File: src/rtl/i2c_codec_pkg.sv
// Shared definitions for the audio codec init sequencer: FSM states,
// codec register addresses and the default power-up register table.
package i2c_codec_pkg;

    typedef enum logic [2:0] {
        ST_IDLE   = 3'd0,
        ST_LOAD   = 3'd1,
        ST_WAIT   = 3'd2,
        ST_CHECK  = 3'd3,
        ST_NEXT   = 3'd4,
        ST_VOLCHK = 3'd5,
        ST_ERR    = 3'd6
    } state_t;

    localparam logic [6:0] REG_LLIN   = 7'h00;
    localparam logic [6:0] REG_RLIN   = 7'h01;
    localparam logic [6:0] REG_LHP    = 7'h02;
    localparam logic [6:0] REG_RHP    = 7'h03;
    localparam logic [6:0] REG_APATH  = 7'h04;
    localparam logic [6:0] REG_DPATH  = 7'h05;
    localparam logic [6:0] REG_PWR    = 7'h06;
    localparam logic [6:0] REG_IFACE  = 7'h07;
    localparam logic [6:0] REG_SRATE  = 7'h08;
    localparam logic [6:0] REG_ACTIVE = 7'h09;
    localparam logic [6:0] REG_RESET  = 7'h0F;

    // Default table: {reg_addr[6:0], reg_data[8:0]} per command index.
    // The first nine entries form the normal bring-up; later slots are spares
    // for builds that raise NUM_CMD.
    function automatic logic [15:0] cfg_default(input logic [3:0] idx);
        case (idx)
            4'd0:    cfg_default = {REG_RESET,  9'h000};
            4'd1:    cfg_default = {REG_LLIN,   9'h017};
            4'd2:    cfg_default = {REG_RLIN,   9'h017};
            4'd3:    cfg_default = {REG_LHP,    9'h079};
            4'd4:    cfg_default = {REG_RHP,    9'h079};
            4'd5:    cfg_default = {REG_APATH,  9'h012};
            4'd6:    cfg_default = {REG_PWR,    9'h000};
            4'd7:    cfg_default = {REG_IFACE,  9'h042};
            4'd8:    cfg_default = {REG_ACTIVE, 9'h001};
            4'd9:    cfg_default = {REG_DPATH,  9'h000};
            4'd10:   cfg_default = {REG_SRATE,  9'h000};
            default: cfg_default = {REG_ACTIVE, 9'h001};
        endcase
    endfunction

endpackage

File: src/rtl/i2c_codec_sequencer_if.sv
// Request/complete handshake between the sequencer and the I2C byte
// controller. The sequencer raises i2c_go with i2c_data stable and holds both
// until the controller pulses i2c_end; i2c_ack is valid in the i2c_end cycle
// (any bit set = a byte was NACKed).
interface i2c_codec_sequencer_if;
    logic [23:0] i2c_data;
    logic        i2c_go;
    logic        i2c_end;
    logic [2:0]  i2c_ack;

    modport master (output i2c_data, output i2c_go, input i2c_end, input i2c_ack);
    modport slave  (input i2c_data, input i2c_go, output i2c_end, output i2c_ack);
endinterface

File: src/rtl/i2c_cfg_rom.sv
// Combinational lookup: command index -> codec register address and data.
module i2c_cfg_rom
    import i2c_codec_pkg::*;
(
    input  logic [3:0] i_idx,
    output logic [6:0] o_reg_addr,
    output logic [8:0] o_reg_data
);
    logic [15:0] w_entry;

    // Split the packed table word into address and data fields.
    always_comb begin
        w_entry    = cfg_default(i_idx);
        o_reg_addr = w_entry[15:9];
        o_reg_data = w_entry[8:0];
    end
endmodule

File: src/rtl/i2c_codec_sequencer.sv
// Walks the codec init table over the byte controller with per-command NACK
// retries, then keeps the headphone volume registers tracking vol_l/vol_r.
module i2c_codec_sequencer
    import i2c_codec_pkg::*;
#(
    parameter int         NUM_CMD   = 9,
    parameter int         MAX_RETRY = 3,
    parameter logic [6:0] DEV_ADDR  = 7'h1A,
    parameter int         VOL_W     = 7,
    parameter int         LVOL_IDX  = 3,
    parameter int         RVOL_IDX  = 4
) (
    input  logic                  clk_i2c,
    input  logic                  reset,
    input  logic                  start,
    input  logic [VOL_W-1:0]      vol_l,
    input  logic [VOL_W-1:0]      vol_r,
    i2c_codec_sequencer_if.master bus,
    output logic                  busy,
    output logic                  init_done,
    output logic                  error,
    output logic [3:0]            cmd_idx,
    output state_t                o_dbg_state
);
    localparam int             RW        = $clog2(MAX_RETRY + 2);
    localparam logic [RW-1:0]  RETRY_MAX = RW'(MAX_RETRY);
    localparam logic [3:0]     L_IDX     = 4'(LVOL_IDX);
    localparam logic [3:0]     R_IDX     = 4'(RVOL_IDX);
    localparam logic [4:0]     N_CMD     = 5'(NUM_CMD);

    state_t           r_state;
    logic [23:0]      r_i2c_data;
    logic             r_go;
    logic             r_busy;
    logic             r_init_done;
    logic             r_error;
    logic [3:0]       r_cmd_idx;
    logic [RW-1:0]    r_retry;
    logic [2:0]       r_ack;
    logic [VOL_W-1:0] r_last_l;
    logic [VOL_W-1:0] r_last_r;
    logic [VOL_W-1:0] r_pend_vol;

    logic [6:0]       w_rom_addr;
    logic [8:0]       w_rom_data;
    logic [8:0]       w_reg_data;
    logic             w_is_l;
    logic             w_is_r;
    logic [4:0]       w_next_idx;

    i2c_cfg_rom u_rom (
        .i_idx      (r_cmd_idx),
        .o_reg_addr (w_rom_addr),
        .o_reg_data (w_rom_data)
    );

    assign w_next_idx = {1'b0, r_cmd_idx} + 5'd1;

    // Volume entries take the live request instead of the table default.
    always_comb begin
        w_is_l     = (r_cmd_idx == L_IDX);
        w_is_r     = (r_cmd_idx == R_IDX);
        w_reg_data = w_rom_data;
        if (w_is_l)
            w_reg_data = 9'(vol_l);
        else if (w_is_r)
            w_reg_data = 9'(vol_r);
    end

    // Sequencer FSM with all outputs registered. init_done doubles as the
    // mode flag: clear means walking the table, set means single volume writes.
    // last_l/last_r are committed only on an ACKed write so a failed volume
    // write is retried after the next start.
    always_ff @(posedge clk_i2c or posedge reset) begin
        if (reset) begin
            r_state     <= ST_IDLE;
            r_i2c_data  <= '0;
            r_go        <= 1'b0;
            r_busy      <= 1'b0;
            r_init_done <= 1'b0;
            r_error     <= 1'b0;
            r_cmd_idx   <= '0;
            r_retry     <= '0;
            r_ack       <= '0;
            r_last_l    <= '0;
            r_last_r    <= '0;
            r_pend_vol  <= '0;
        end else begin
            case (r_state)
                ST_IDLE: begin
                    // Out of reset init_done is clear, so init starts on its own.
                    if (start || !r_init_done) begin
                        r_init_done <= 1'b0;
                        r_error     <= 1'b0;
                        r_retry     <= '0;
                        r_cmd_idx   <= '0;
                        r_busy      <= 1'b1;
                        r_state     <= ST_LOAD;
                    end else if (vol_l != r_last_l) begin
                        r_cmd_idx <= L_IDX;
                        r_busy    <= 1'b1;
                        r_state   <= ST_LOAD;
                    end else if (vol_r != r_last_r) begin
                        r_cmd_idx <= R_IDX;
                        r_busy    <= 1'b1;
                        r_state   <= ST_LOAD;
                    end
                end
                ST_LOAD: begin
                    r_i2c_data <= {DEV_ADDR, 1'b0, w_rom_addr, w_reg_data};
                    r_pend_vol <= w_is_l ? vol_l : vol_r;
                    r_go       <= 1'b1;
                    r_state    <= ST_WAIT;
                end
                ST_WAIT: begin
                    // Capture ack with end so CHECK does not depend on how long
                    // the controller holds it.
                    if (bus.i2c_end) begin
                        r_ack   <= bus.i2c_ack;
                        r_go    <= 1'b0;
                        r_state <= ST_CHECK;
                    end
                end
                ST_CHECK: begin
                    if (r_ack == 3'b000) begin
                        r_retry <= '0;
                        if (w_is_l)
                            r_last_l <= r_pend_vol;
                        else if (w_is_r)
                            r_last_r <= r_pend_vol;
                        r_state <= ST_NEXT;
                    end else if (r_retry < RETRY_MAX) begin
                        r_retry <= r_retry + 1'b1;
                        r_state <= ST_LOAD;
                    end else begin
                        r_error <= 1'b1;
                        r_busy  <= 1'b0;
                        r_state <= ST_ERR;
                    end
                end
                ST_NEXT: begin
                    if (r_init_done) begin
                        r_state <= ST_VOLCHK;
                    end else if (w_next_idx < N_CMD) begin
                        r_cmd_idx <= w_next_idx[3:0];
                        r_state   <= ST_LOAD;
                    end else begin
                        r_init_done <= 1'b1;
                        r_state     <= ST_VOLCHK;
                    end
                end
                ST_VOLCHK: begin
                    if (vol_l != r_last_l) begin
                        r_cmd_idx <= L_IDX;
                        r_state   <= ST_LOAD;
                    end else if (vol_r != r_last_r) begin
                        r_cmd_idx <= R_IDX;
                        r_state   <= ST_LOAD;
                    end else begin
                        r_busy  <= 1'b0;
                        r_state <= ST_IDLE;
                    end
                end
                ST_ERR: begin
                    if (start) begin
                        r_init_done <= 1'b0;
                        r_error     <= 1'b0;
                        r_retry     <= '0;
                        r_cmd_idx   <= '0;
                        r_busy      <= 1'b1;
                        r_state     <= ST_LOAD;
                    end
                end
                default: begin
                    r_busy  <= 1'b0;
                    r_state <= ST_IDLE;
                end
            endcase
        end
    end

    assign bus.i2c_data = r_i2c_data;
    assign bus.i2c_go   = r_go;
    assign busy         = r_busy;
    assign init_done    = r_init_done;
    assign error        = r_error;
    assign cmd_idx      = r_cmd_idx;
    assign o_dbg_state  = r_state;
endmodule

File: src/flat_wrapper.sv
// flat-port wrapper written by rule: the top's interface ports become plain ports
module i2c_codec_sequencer_flat import i2c_codec_pkg::*;
#(
    parameter int         NUM_CMD   = 9,
    parameter int         MAX_RETRY = 3,
    parameter logic [6:0] DEV_ADDR  = 7'h1A,
    parameter int         VOL_W     = 7,
    parameter int         LVOL_IDX  = 3,
    parameter int         RVOL_IDX  = 4
)
  (clk_i2c, reset, start, vol_l, vol_r, busy, init_done, error, cmd_idx, o_dbg_state, bus_i2c_data, bus_i2c_go, bus_i2c_end, bus_i2c_ack);
  i2c_codec_sequencer_if bus_i ();
  input  logic clk_i2c;
  input  logic reset;
  input  logic start;
  input  logic [VOL_W-1:0] vol_l;
  input  logic [VOL_W-1:0] vol_r;
  output logic busy;
  output logic init_done;
  output logic error;
  output logic [3:0] cmd_idx;
  output state_t o_dbg_state;
  output wire logic [$bits(bus_i.i2c_data)-1:0] bus_i2c_data;
  output wire logic [$bits(bus_i.i2c_go)-1:0] bus_i2c_go;
  input wire logic [$bits(bus_i.i2c_end)-1:0] bus_i2c_end;
  input wire logic [$bits(bus_i.i2c_ack)-1:0] bus_i2c_ack;
  assign bus_i2c_data = bus_i.i2c_data;
  assign bus_i2c_go = bus_i.i2c_go;
  assign bus_i.i2c_end = bus_i2c_end;
  assign bus_i.i2c_ack = bus_i2c_ack;
  i2c_codec_sequencer #(.NUM_CMD(NUM_CMD), .MAX_RETRY(MAX_RETRY), .DEV_ADDR(DEV_ADDR), .VOL_W(VOL_W), .LVOL_IDX(LVOL_IDX), .RVOL_IDX(RVOL_IDX)) u_core (.clk_i2c(clk_i2c), .reset(reset), .start(start), .vol_l(vol_l), .vol_r(vol_r), .bus(bus_i), .busy(busy), .init_done(init_done), .error(error), .cmd_idx(cmd_idx), .o_dbg_state(o_dbg_state));
endmodule
File: config.mk
export PLATFORM = sky130hd
export DESIGN_NAME = i2c_codec_sequencer_flat
export DESIGN_NICKNAME = d
export VERILOG_FILES = /design/src/rtl/i2c_codec_pkg.sv /design/src/rtl/i2c_codec_sequencer_if.sv /design/src/rtl/i2c_cfg_rom.sv /design/src/rtl/i2c_codec_sequencer.sv /design/src/flat_wrapper.sv
export SDC_FILE = /design/constraint.sdc
export NUM_CORES = 1
export LEC_CHECK = 0
export CAP_MARGIN = 25
export CORE_ASPECT_RATIO = 1.1
export CORE_UTILIZATION = 58
export CTS_BUF_LIST = sky130_fd_sc_hd__clkbuf_4
export CTS_CLUSTER_SIZE = 16
export DETAILED_ROUTE_END_ITERATION = 16
export PLACE_DENSITY = 0.95
export SLEW_MARGIN = 20
export SYNTH_ARGS = -nofsm -noshare
export SYNTH_HDL_FRONTEND = slang
export SYNTH_SLANG_ARGS = --single-unit
File: constraint.sdc
create_clock -name clk_i2c -period 4.8 [get_ports clk_i2c]
set_clock_uncertainty 0.05 [all_clocks]
set_input_delay 0.96 -clock clk_i2c [delete_from_list [all_inputs] [get_ports clk_i2c]]
set_output_delay 0.96 -clock clk_i2c [all_outputs]
set_load 0.05 [all_outputs]
---- Word level (Yosys, flattened, before mapping) ----
Memory sizes are Yosys's and may differ from the RTL's.
Cells that the tools add are included.
W data, S select, Z words.
cells by class
  muxes and demuxes ....................... 46
  reduce and logical (&&, ||, !) cells .... 19
  magnitude comparators ................... 2
  $add $sub $neg .......................... 2
  bitwise gates (word level) .............. 2
  eq/ne operators ......................... 21
operators with widths
  cell                   number
  $mux W3                14
  $mux W4                6
  $pmux W3 S7            1
  $mux W9                2
  $mux W1                16
  $pmux W4 S4            1
  $ne A2 B2 Y1 const B   7
  $ne A7 B7 Y1           2
  $reduce_and A4 Y1      3
  $eq A3 B3 Y1 const B   3
  $pmux W3 S3            1
  $reduce_and A3 Y1      3
  $mux W7                1
  $reduce_and A7 Y1      1
  $eq A3 B2 Y1 const B   2
  $logic_not A3 Y1       2
  $pmux W1 S3            2
  $reduce_bool A3 Y1     2
  $add A4 B1 Y5 const B  1
  $lt A5 B4 Y1 const B   1
  $pmux W1 S5            1
  $reduce_and A5 Y1      1
  $eq A4 B2 Y1 const B   1
  $eq A4 B3 Y1 const B   1
  14 further kinds       17
word-level totals
  memories kept ........................... 1
  bits in read-only memories .............. 176
  bits of input ports ..................... 21
  output and inout port bits .............. 35
  register bits ........................... 55
memory list
  memory           words  width  read ports  clocked after memory_dff  write ports  line                 RTL
  (no name shown)  16     11     1           0                         0            i2c_codec_pkg.sv:31  case (idx)

---- Logic depth before layout (Yosys ltp) ----
  word-level depth ........................ 5
  gate-level depth with buffers ........... 8

---- Cells and area by module ----
Synthesis repeated with hierarchy kept, for this count alone.
second synthesis, totals
  cells, all modules ...................... 342
  area total of the unflattened synthesis .. 3248.1 µm²
by module, submodules not included
  module               sequential area each (µm²)  area an instance (µm²)  times used  cells each
  i2c_codec_sequencer  1376.3                      2951.6                  1           303
  i2c_cfg_rom          0.0                         296.5                   1           39

---- Worst setup path after synthesis ----
OpenSTA, ideal clock, no wires.
  path type ............................... register -> register
  start ................................... register u_core.r_cmd_idx[0] (netlist: u_core.cmd_idx[0])
  end ..................................... register u_core.r_cmd_idx[2] (netlist: u_core.cmd_idx[2])
  path buffers ............................ 0
  slack ................................... 2.420 ns
  arrival ................................. 2.202 ns
  cell stages (with the launch flop) ...... 8
  library setup time ...................... 0.128 ns
  cells stage by stage .................... dfrtp_1 inv_1 ha_1 nor2_1 o21ai_0 a311o_1 a221oi_1 o22ai_1
between the ends
  word-level cells in the longest chain between the ends .. 4
ends and longest elaborated chain
  what                                                               line                        RTL
  from (decl)                                                        i2c_codec_sequencer.sv:37   logic [3:0] r_cmd_idx;
  from (signal assigned)                                             i2c_codec_sequencer.sv:145  r_cmd_idx <= w_next_idx[3:0];
  $add A4 B1 Y5 (*)                                                  i2c_codec_sequencer.sv:57   assign w_next_idx = {1'b0, r_cmd_idx} + 5'd1;
  $lt A5 B4 Y1 / $mux W4 (equally long branches)                     i2c_codec_sequencer.sv:144  end else if (w_next_idx < N_CMD) begin
  $ne A2 B1 Y1 (no line) / $mux W4 (equally long branches)           n/a
  $reduce_and A4 Y1 (no line) / $pmux W4 S4 (equally long branches)  n/a
Mark *: on every way between the ends. The rest lies on a longest branch, timed or not. The select of a mux whose other input is x is not followed.
A chain may end at the register's enable or synchronous reset.

---- Worst setup path after layout ----
  start ................................... register u_core.r_state[1] (netlist: u_core.o_dbg_state[1])
  end ..................................... output port o_dbg_state[1]
RTL lines
  what                    line                        RTL
  from (decl)             i2c_codec_sequencer.sv:31   state_t r_state;
  from (signal assigned)  i2c_codec_sequencer.sv:76   r_state <= ST_IDLE;
  from (signal assigned)  i2c_codec_sequencer.sv:98   r_state <= ST_LOAD;
  from (signal assigned)  i2c_codec_sequencer.sv:102  r_state <= ST_LOAD;
  to (decl)               flat_wrapper.sv:22          output state_t o_dbg_state;
No word-level cell between the ends.

==> impl_metrics.xml <==
<?xml version="1.0" encoding="UTF-8"?>
<metrics>
  <group name="run_status">
    <metric name="status" unit="">finished, final reports clean</metric>
  </group>
  <group name="floorplanning">
    <metric name="design.die.area" unit="mm^2">0.00528</metric>
    <metric name="rows" unit="">26</metric>
    <metric name="die_w" unit="um">69.4</metric>
    <metric name="io_pins" unit="">56</metric>
    <metric name="initial_core_util" unit="%">61.4</metric>
    <metric name="design.core.area" unit="mm^2">0.00472</metric>
    <metric name="die_h" unit="um">76.1</metric>
  </group>
  <group name="sta">
    <metric name="max_slew_headroom" unit="%">37.5</metric>
    <metric name="final_period_utilization" unit="%">64.7</metric>
    <metric name="tightestPinTransition" unit="ns">0.930</metric>
    <metric name="timing_hold_violations_final" unit="">0</metric>
    <metric name="finalSetupTns" unit="ns">0</metric>
    <metric name="final_critical_path_setup_slack" unit="ns">1.69</metric>
    <metric name="slew_violations" unit="">0</metric>
    <metric name="setup_repair_after_global_routing_missed_its_margin" unit="">false</metric>
    <metric name="final.min_clock_period" unit="ns">3.11</metric>
    <metric name="fin_worst_hold_slack" unit="ns">0.464</metric>
    <metric name="setup_viol" unit="">0</metric>
    <metric name="fmax" unit="GHz">0.322</metric>
  </group>
  <group name="clock_network">
    <metric name="cts.htree.levels" unit="">2</metric>
    <metric name="hold_buffers_post_cts" unit="">0</metric>
    <metric name="numCtsBuffers" unit="">5</metric>
    <metric name="cts_buffer_depth" unit="">2</metric>
    <metric name="clk_pin_slew" unit="ns">0.13</metric>
    <metric name="clk-insertion-delay-late" unit="ns">0.37</metric>
    <metric name="cts.sinks" unit="">50</metric>
    <metric name="post-cts-setup-buffers" unit="">0</metric>
    <metric name="clock_tree_from_tritoncts" unit="">yes</metric>
    <metric name="ctsResizeCount" unit="">0</metric>
    <metric name="root_buffer" unit="">sky130_fd_sc_hd__clkbuf_4</metric>
  </group>
  <group name="drt">
    <metric name="routed_via_density" unit="">6.19</metric>
    <metric name="detail_route.first_pass.iterations" unit="">5</metric>
    <metric name="detailedRoute.firstIterationViolations" unit="">216</metric>
    <metric name="wl" unit="um">6540</metric>
    <metric name="postRouteAntennaNets" unit="">0</metric>
    <metric name="detail_route.drc_violations" unit="">0</metric>
    <metric name="num_vias" unit="">2431</metric>
    <metric name="route.detailed.wl_per_inst" unit="um">16.6</metric>
  </group>
  <group name="yosys">
    <metric name="instance_count_of_the_mapped_netlist" unit="">301</metric>
    <metric name="synth_area" unit="mm^2">0.00289</metric>
    <metric name="synthTopCellsByArea" unit="">sky130_fd_sc_hd__dfrtp_1 (43%), sky130_fd_sc_hd__mux2_2 (7.0%), sky130_fd_sc_hd__o21ai_0 (4.3%), sky130_fd_sc_hd__nand2_1 (3.9%), sky130_fd_sc_hd__mux2i_1 (3.5%)</metric>
    <metric name="synth.ff_latch_count" unit="">50</metric>
    <metric name="number_of_synthesized_flops_with_an_enable_pin" unit="">0</metric>
    <metric name="ys.warnings.count" unit="">0</metric>
    <metric name="yosys.area.top_type" unit="">sky130_fd_sc_hd__dfrtp_1</metric>
    <metric name="async_flop_share" unit="%">100</metric>
    <metric name="yosys.area.top_type_share" unit="%">43.2</metric>
    <metric name="postSynthAreaPerCell" unit="um^2">9.61</metric>
    <metric name="synth_top_flop_cell" unit="">sky130_fd_sc_hd__dfrtp_1</metric>
    <metric name="ys_types" unit="">52</metric>
    <metric name="synth_sequential_area_ratio" unit="%">43.2</metric>
  </group>
  <group name="power">
    <metric name="vdd_ir_drop_max" unit="uV">376</metric>
    <metric name="power.density" unit="mW/mm^2">569</metric>
    <metric name="power_leakage" unit="nW">1.47</metric>
    <metric name="report.power.total" unit="W">0.00193</metric>
  </group>
  <group name="layout">
    <metric name="fraction_of_layout_cells_with_a_size_suffix_above_1" unit="%">10.1</metric>
    <metric name="post_layout_instance_count_excluding_filler_cells" unit="">393</metric>
    <metric name="insertedDiodeCount" unit="">0</metric>
    <metric name="syn2layout_area_growth" unit="%">16.9</metric>
    <metric name="layout_common_cells" unit="">sky130_fd_sc_hd__dfrtp_1 (50), sky130_fd_sc_hd__clkdlybuf4s50_1 (45), sky130_fd_sc_hd__nand2_1 (30), sky130_fd_sc_hd__o21ai_0 (25), sky130_fd_sc_hd__nor2_1 (25)</metric>
    <metric name="most_common_cell_after_layout_fill_and_taps_aside" unit="">sky130_fd_sc_hd__dfrtp_1</metric>
    <metric name="number_of_nets_in_the_layout" unit="">363</metric>
  </group>
  <group name="placed_design">
    <metric name="hpwlAfterDp" unit="um">4660</metric>
    <metric name="dp_worst_setup_slack" unit="ns">1.93</metric>
    <metric name="gp_congestion" unit="">0.870</metric>
    <metric name="place_inst" unit="">385</metric>
    <metric name="port_buffers" unit="">45</metric>
  </group>
  <group name="setup_path">
    <metric name="kind_of_cell_adding_the_most_delay_to_the_critical_path" unit="">buffers and inverters</metric>
    <metric name="startpoint" unit="">u_core.o_dbg_state[1]$_DFFE_PP0P_</metric>
    <metric name="worstSetupStartpointType" unit="">register</metric>
    <metric name="endpoint" unit="">o_dbg_state[1]</metric>
    <metric name="reg2reg_from" unit="">u_core.cmd_idx[0]$_DFFE_PP0P_</metric>
    <metric name="timing.critical_path.fanout_max" unit="">23</metric>
    <metric name="path_class" unit="">register to primary output</metric>
    <metric name="worst_path_largest_cell_delay" unit="ns">0.93</metric>
    <metric name="worst-path-stages" unit="">1</metric>
    <metric name="crit_arrival" unit="ns">2.10</metric>
    <metric name="rrSetupSlack" unit="ns">2.41</metric>
    <metric name="cp.required" unit="ns">3.79</metric>
    <metric name="worstPathCellList" unit="">clkdlybuf4s50_1</metric>
    <metric name="worst_path_max_delay_cell" unit="">sky130_fd_sc_hd__clkdlybuf4s50_1</metric>
    <metric name="cp-end-kind" unit="">primary output</metric>
    <metric name="timing.reg2reg.worst_path_depth" unit="">5</metric>
    <metric name="critPathBufInv" unit="">1</metric>
    <metric name="timing.rr.end" unit="">u_core.r_last_r[1]$_DFFE_PP0P_</metric>
  </group>
  <group name="global_routing">
    <metric name="grt_antenna_before_repair" unit="">0</metric>
    <metric name="grt_first_pass_wirelength" unit="um">11100</metric>
    <metric name="grtUsageTotal" unit="%">26.4</metric>
    <metric name="grt_overflow" unit="">0</metric>
    <metric name="vias_in_the_first_global_route" unit="">2319</metric>
    <metric name="grt_max_degree" unit="">51</metric>
  </group>
  <group name="worst_hold_path">
    <metric name="min-delay-path-class" unit="">register to register</metric>
  </group>
  <group name="run">
    <metric name="maxCapViolations" unit="">0</metric>
  </group>
</metrics>
## report_power, final
group	total [W]	internal (W)	switching (W)
clock	0.000249	0.000116	0.000133
combinational	0.000981	0.000366	0.000615
sequential	0.000698	0.000552	0.000146
## per-layer routing
metal	up-vias	global-route usage, %	wire length [um]
met5	-	0	0
met4	0	11.4	189
met3	20	3.70	396
met2	113	44.8	3280
met1	1173	33.7	2680
li1	1125	-	-
## flip-flops by register name, indices dropped and copies added, names as in the netlist
name                 cells
u_core.r_pend_vol        7
u_core.cmd_idx           4
u_core.r_last_r          7
u_core.r_last_l          7
u_core.r_retry           3
u_core.busy              1
u_core.init_done         1
u_core.o_dbg_state       3
u_core.bus.i2c_go        1
u_core.bus.i2c_data     12
u_core.error             1
u_core.r_ack             3
## worst reg2reg max path: stages (launching register included)
cell and delay [ns]:
sky130_fd_sc_hd__dfrtp_1 0.50, sky130_fd_sc_hd__inv_1 0.20, sky130_fd_sc_hd__ha_1 0.38, sky130_fd_sc_hd__nand2_1 0.17, sky130_fd_sc_hd__nor4_4 0.59, sky130_fd_sc_hd__mux2_2 0.40
## worst min-delay path by stage
stage,startpoint,end,slack (ns),cells after the start
6_report,u_core.bus.i2c_data[9]$_DFFE_PP0P_,u_core.bus.i2c_data[9]$_DFFE_PP0P_,0.46,2
3_3_place_gp,u_core.bus.i2c_data[9]$_DFFE_PP0P_,u_core.bus.i2c_data[9]$_DFFE_PP0P_,0.42,2
5_1_grt,u_core.bus.i2c_data[4]$_DFFE_PP0P_,u_core.bus.i2c_data[4]$_DFFE_PP0P_,0.49,2
3_5_place_dp,u_core.bus.i2c_data[12]$_DFFE_PP0P_,u_core.bus.i2c_data[12]$_DFFE_PP0P_,0.42,2
2_1_floorplan,u_core.r_pend_vol[0]$_DFFE_PP0P_,u_core.r_pend_vol[0]$_DFFE_PP0P_,0.41,2
4_1_cts,u_core.bus.i2c_data[12]$_DFFE_PP0P_,u_core.bus.i2c_data[12]$_DFFE_PP0P_,0.46,2
## per-stage QoR
stage	area, um^2	util [%]
2_1_floorplan	2930	-
3_3_place_gp	3300	69.9
3_5_place_dp	3300	69.9
4_1_cts	3380	71.7
5_1_grt	3380	71.8
6_report	3380	71.8
## cells in the mapped netlist (5+ instances only)
| cell type | number |
|---|---|
| sky130_fd_sc_hd__dfrtp_1 | 50 |
| sky130_fd_sc_hd__nand2_1 | 30 |
| sky130_fd_sc_hd__nor2_1 | 25 |
| sky130_fd_sc_hd__o21ai_0 | 25 |
| sky130_fd_sc_hd__mux2_2 | 18 |
| sky130_fd_sc_hd__buf_4 | 13 |
| sky130_fd_sc_hd__inv_1 | 10 |
| sky130_fd_sc_hd__mux2i_1 | 10 |
| sky130_fd_sc_hd__a21oi_1 | 8 |
| sky130_fd_sc_hd__clkbuf_1 | 7 |
| sky130_fd_sc_hd__nand3_1 | 7 |
| sky130_fd_sc_hd__xnor2_1 | 7 |
| sky130_fd_sc_hd__xor2_1 | 7 |
| sky130_fd_sc_hd__ha_1 | 6 |
| sky130_fd_sc_hd__nor2b_1 | 6 |
| sky130_fd_sc_hd__o22ai_1 | 6 |
| sky130_fd_sc_hd__a221oi_1 | 5 |
| sky130_fd_sc_hd__buf_2 | 5 |
| sky130_fd_sc_hd__nor3_1 | 5 |
## cells by family (layout without fill, tap and decap cells)
family | Yosys count | after routing | share of synthesized area, %
other | 1 | 10 | 0.130
buffers and inverters | 37 | 64 | 6.74
and+or+nand+nor | 94 | 94 | 16.1
muxes | 28 | 28 | 10.5
adders and majority gates | 6 | 6 | 2.59
AOI/OAI and AO/OA | 71 | 71 | 16.5
DFF | 50 | 50 | 43.2
xor gates and xnor gates | 14 | 14 | 4.24
## final cells by class
class | instances | area, um^2
clock inverter | 2 | 37.5
tap | 56 | 70.1
fill | 340 | 1330
clock buffer | 6 | 45.0
multi-input combinational | 223 | 1480
sequential | 50 | 1250
inverter | 10 | 38.8
timing repair buffer | 46 | 458
(Power assumes the default switching activity.)
